## config.mk

```make
export PLATFORM = sky130hd
export DESIGN_NAME = timer_irq_scheduler
export DESIGN_NICKNAME = d
export VERILOG_FILES = /design/src/rtl/timer_irq_scheduler.sv
export SDC_FILE = /design/constraint.sdc
export NUM_CORES = 1
export LEC_CHECK = 0
export CORE_MARGIN = 2
export CORE_UTILIZATION = 32
export DETAILED_ROUTE_END_ITERATION = 12
export PLACE_DENSITY_LB_ADDON = 0.3
export SYNTH_ARGS = -nofsm -noshare
export SYNTH_HDL_FRONTEND = slang
export SYNTH_SLANG_ARGS = --single-unit
```

## constraint.sdc

```tcl
create_clock -name CLK -period 3.55 [get_ports CLK]
set_clock_uncertainty 0.15 [all_clocks]
set_input_delay 0.71 -clock CLK [delete_from_list [all_inputs] [get_ports CLK]]
set_output_delay 0.71 -clock CLK [all_outputs]
set_load 0.005 [all_outputs]
```

## src/rtl/timer_irq_scheduler.sv

```systemverilog
// timer_irq_scheduler: latches timer interrupt pulses as pending requests,
// masks them, picks one round-robin and delivers its channel index to the
// core over a 4-phase IRQ/IACK handshake. Control registers are written
// through the ISI write port (ACT, active-low BE, DI).
module timer_irq_scheduler #(
  parameter int CHANNELS = 4
) (
  input  logic        CLK,
  input  logic        RESET,
  input  logic [7:0]  TINT,
  input  logic        ACT,
  input  logic [7:0]  BE,
  input  logic [63:0] DI,
  input  logic        IACK,
  output logic        IRQ,
  output logic [2:0]  IVEC,
  output logic [7:0]  PEND,
  output logic [7:0]  MASK,
  output logic [7:0]  OVF,
  output logic        GEN
);

  // Bits at or above CHANNELS never hold state.
  localparam logic [8:0] CH_ONEHOT = 9'd1 << CHANNELS;
  localparam logic [7:0] CH_MASK   = CH_ONEHOT[7:0] - 8'd1;
  localparam logic [2:0] LAST_INIT = 3'(CHANNELS - 1);

  typedef enum logic [1:0] {IDLE, REQ, WAIT} state_e;

  state_e      r_state;
  state_e      w_nextState;
  logic [7:0]  r_pend;
  logic [7:0]  r_mask;
  logic [7:0]  r_ovf;
  logic        r_gen;
  logic [2:0]  r_ivec;
  logic [2:0]  r_last;

  logic [7:0]  w_elig;
  logic [7:0]  w_isiPendClr;
  logic [7:0]  w_isiOvfClr;
  logic [7:0]  w_ackClr;
  logic [7:0]  w_pendClr;
  logic [7:0]  w_ovfSet;
  logic        w_irq;
  logic        w_load;
  logic        w_ack;
  logic        w_found;
  logic [2:0]  w_sel;
  logic [2:0]  w_idx;
  logic        w_unusedBits;

  assign w_unusedBits = ^{DI[63:32], DI[30:24], BE[7:4]};

  assign w_elig       = r_gen ? (r_pend & r_mask) : 8'h00;
  assign w_isiPendClr = (ACT && !BE[1]) ? DI[15:8]  : 8'h00;
  assign w_isiOvfClr  = (ACT && !BE[2]) ? DI[23:16] : 8'h00;
  assign w_pendClr    = w_isiPendClr | w_ackClr;
  assign w_ovfSet     = TINT & r_pend & ~w_pendClr;

  // Round-robin search: first eligible channel after the last one served.
  always_comb begin
    w_found = 1'b0;
    w_sel   = 3'd0;
    w_idx   = 3'd0;
    for (int k = 1; k <= CHANNELS; k++) begin
      w_idx = 3'((int'(r_last) + k) % CHANNELS);
      if (!w_found && w_elig[w_idx]) begin
        w_found = 1'b1;
        w_sel   = w_idx;
      end
    end
  end

  // FSM state register.
  always_ff @(posedge CLK or negedge RESET) begin
    if (!RESET) r_state <= IDLE;
    else        r_state <= w_nextState;
  end

  // FSM next-state logic; a request, once issued, is only ended by IACK.
  always_comb begin
    w_nextState = r_state;
    case (r_state)
      IDLE:    if (w_elig != 8'h00) w_nextState = REQ;
      REQ:     if (IACK)            w_nextState = WAIT;
      WAIT:    if (!IACK)           w_nextState = IDLE;
      default:                      w_nextState = IDLE;
    endcase
  end

  // FSM outputs: request level, vector load strobe and acknowledge clear.
  always_comb begin
    w_irq    = (r_state == REQ);
    w_load   = (r_state == IDLE) && (w_elig != 8'h00);
    w_ack    = (r_state == REQ) && IACK;
    w_ackClr = w_ack ? ((8'b1 << r_ivec) & CH_MASK) : 8'h00;
  end

  // Vector register and round-robin pointer.
  always_ff @(posedge CLK or negedge RESET) begin
    if (!RESET) begin
      r_ivec <= 3'd0;
      r_last <= LAST_INIT;
    end else begin
      if (w_load) r_ivec <= w_sel;
      if (w_ack)  r_last <= r_ivec;
    end
  end

  // Pending and overflow flags; a new pulse always beats a clear.
  always_ff @(posedge CLK or negedge RESET) begin
    if (!RESET) begin
      r_pend <= 8'h00;
      r_ovf  <= 8'h00;
    end else begin
      r_pend <= ((r_pend & ~w_pendClr) | TINT) & CH_MASK;
      r_ovf  <= ((r_ovf & ~w_isiOvfClr) | w_ovfSet) & CH_MASK;
    end
  end

  // ISI-writable mask and global enable.
  always_ff @(posedge CLK or negedge RESET) begin
    if (!RESET) begin
      r_mask <= 8'h00;
      r_gen  <= 1'b0;
    end else if (ACT) begin
      if (!BE[0]) r_mask <= DI[7:0] & CH_MASK;
      if (!BE[3]) r_gen  <= DI[31];
    end
  end

  assign IRQ  = w_irq;
  assign IVEC = r_ivec;
  assign PEND = r_pend;
  assign MASK = r_mask;
  assign OVF  = r_ovf;
  assign GEN  = r_gen;

endmodule

```

==> impl_results.md <==
* Status: complete, no violations
* Crit Path Max Fanout at 5
* CTS tree: yes
* Layout cells sized above 1 at 11.6%
* Count leader, synth: dfrtp_1
* Final TNS setup at 0 ps
* Vias at between 900 and 1000
* Cells along the critical path: and2b_1, clkdlybuf4s50_1
* Antenna diode count at 0
* Post-DP HPWL at 2110 µm
* DRT antenna net count at 0
* Die Ht at 63.4 µm
* VDD IR-drop max at ~0.00018 V
* H-tree levels at 1
* Layout overhead on the synthesized area at 36.7%
* Share of the synthesized area in the top cell type at between 30 and 40%
* DR WL/cell at 13.2 µm
* Cts hold-fix bufs at 0
* Total track usage at 14.3%
* Area of the multi-input gates at 564 µm²
* Max Root-Sink Buffers at 2
* Clock Power Share at 13.7%
* Top post-synthesis cells by area: dfrtp_1 38%, buf_4 9.3%, mux2_2 6.0%, nand2_1 5.0%, dfstp_2 4.7%
* Final WS setup at 1150 ps
* Post-CTS setup buffers at 0
* I/O pin cnt at about 110
* Max-Cap Viols at 0
* Slew Limit Fails at 0
* Critical path's top delay family: buffers and inverters
* Dpl ws at 1210 ps
* Post_cts resized at 0
* Congestion Overflow GR at 0
* Chip width at about 63 µm
* Crit path launch type: flip-flop
* Clock-pin transition on the worst setup and hold timing paths at 110 ps
* Die ar. at 4020 µm²
* Buf/Inv on CP at 1
* Row cnt at 21
* CP Class: reg -> out
* Fin crit share at roughly two thirds
* Final Critical Period at 2400 ps
* Root Buffer: clkbuf_4
* Number of flops mapped to enable cells by yosys at 0
* Fin util at 45.9%
* Starting density of the core at about a third
* Post-synth ARST share at 100%
* FILL cells at around 350
* Mean area per synthesized cell at 9.90 µm²
* Yosys cell types at 36
* Drt via density at about 5.0
* Top FF cell, synth: dfrtp_1
* Final nets at 240
* Slew of the pin with the lowest slew margin at around 850 ps
* Synthesis Warnings at 0
* Synth Instances at 114
* Pwr Density at 519 nW/µm²
* Max Fclk at 416 MHz
* RSZ-0062 raised after global routing: no
* Worst slew margin at 42.9%
* CP max-delay cell: clkdlybuf4s50_1
* Vias in the first global route at between 1000 and 1500
* Type of the worst min-delay path: reg -> reg
* Num CTS Buffers at 3
* Worst skew pair latency at approximately 300 ps
* DRC viols at 0
* Num Clock Sinks at 19
* Final weighted congestion in routability-driven placement at 0.756
* Sw Ratio at a little over a third
* FF+latch area at about 480 µm²
* CP endpoint kind: output port
* Area leader, netlist: dfrtp_1
* Final-report hold violation count at 0
* Cell Int Power at 515 µW
* Yosys reg bits at 19
* Largest net degree at the start of global routing at 20
* Final hold slack at ~370 ps
* TritonRoute pass-1 iters at 4
* CP required at 2690 ps
* Post-synthesis sequential area ratio at 42.4%
* Most common library cells after synthesis: 17 x dfrtp_1, 15 x nand2_1, 14 x buf_4
* Sequential power share at 46.1%
* First-pass GRT wire length at 4530 µm
* Post-Route WL at 2660 µm
* Net Sw Power at 286 µW
* Core area at 3360 µm²
* Initial antenna violation count at 0
* Leakage at 0.000648 µW
* DRT iter0 DRCs at 17
* Pwr Total at 801 µW
* Combinational share of power at 40.2%
* Final setup viols at 0
* Post-synth design cell area at 1130 µm²
* Crit path largest cell delay at between 500 and 600 ps
* IO Port Bufs at 40
* WP data arrival at 1540 ps
==> routing by layer <==
metal	up-vias	track usage [%]	part of all wire (%)
met5	-	0	0
met4	0	7.07	1.3
met3	5	4.11	7.6
met2	53	24.1	48
met1	470	16.7	43
li1	468	-	-
==> flip-flops by register name, indices dropped and copies added, names as in the netlist <==
signal,cells
GEN,1
IVEC,2
MASK,4
OVF,4
PEND,4
r_last,2
r_state,2
==> worst paths after layout <==
check	startpoint	to	slack, ps	cells past startpoint
worst max-delay path	r_state[1]	IRQ	1150	2
worst min-delay path	OVF[3]	OVF[3]	370	1
min in group asynchronous	RESET	IVEC[0]	740	1
max in group asynchronous	RESET	OVF[0]	1990	1
worst min register to register	OVF[3]	OVF[3]	370	1
worst max register to register	r_last[0]	IVEC[0]	1940	4
==> final cells by class <==
class	instances	area share, %
clock buffers	3	1.46
inverters	4	0.973
repair buffers	40	26.0
flip-flops and latches	19	31.0
multi-input cells	88	36.6
well taps	46	3.73
clock inverters	1	0.324
==> per-stage QoR <==
step / instances / cell area, µm²
floorplan: 126 / 1170
global placement: 197 / 1520
detailed placement: 197 / 1520
CTS: 201 / 1540
global route: 201 / 1540
finish: 201 / 1540
==> power by group through the flow <==
stage / sequential (µW) / combinational [µW] / clock (µW)
after floorplan: 339 / 213 / 0
after global placement: 368 / 313 / 0
after detailed placement: 370 / 323 / 0
after CTS: 368 / 325 / 114
after global routing: 382 / 357 / 124
final: 370 / 322 / 109
==> cell usage in the layout (no fill, tap or decap), drive strengths merged, types with 3 or more instances in the layout <==
master          n
clkbuf          3
nand3           4
nand2          15
nor2            4
inv             4
a22o            5
o21ai           4
clkdlybuf4s50  40
mux2            6
dfrtp          17
nor2b           6
or2             3
conb           13
==> kinds of logic after synthesis <==
logic type             share of synthesized area, %
buffers and inverters                          11.6
AND/OR/NAND/NOR                                20.7
AO/OA/AOI/OAI                                  19.0
multiplexers                                   5.99
other                                         0.332
flip-flops                                     42.4
Power figures use the tool's default switching activity.
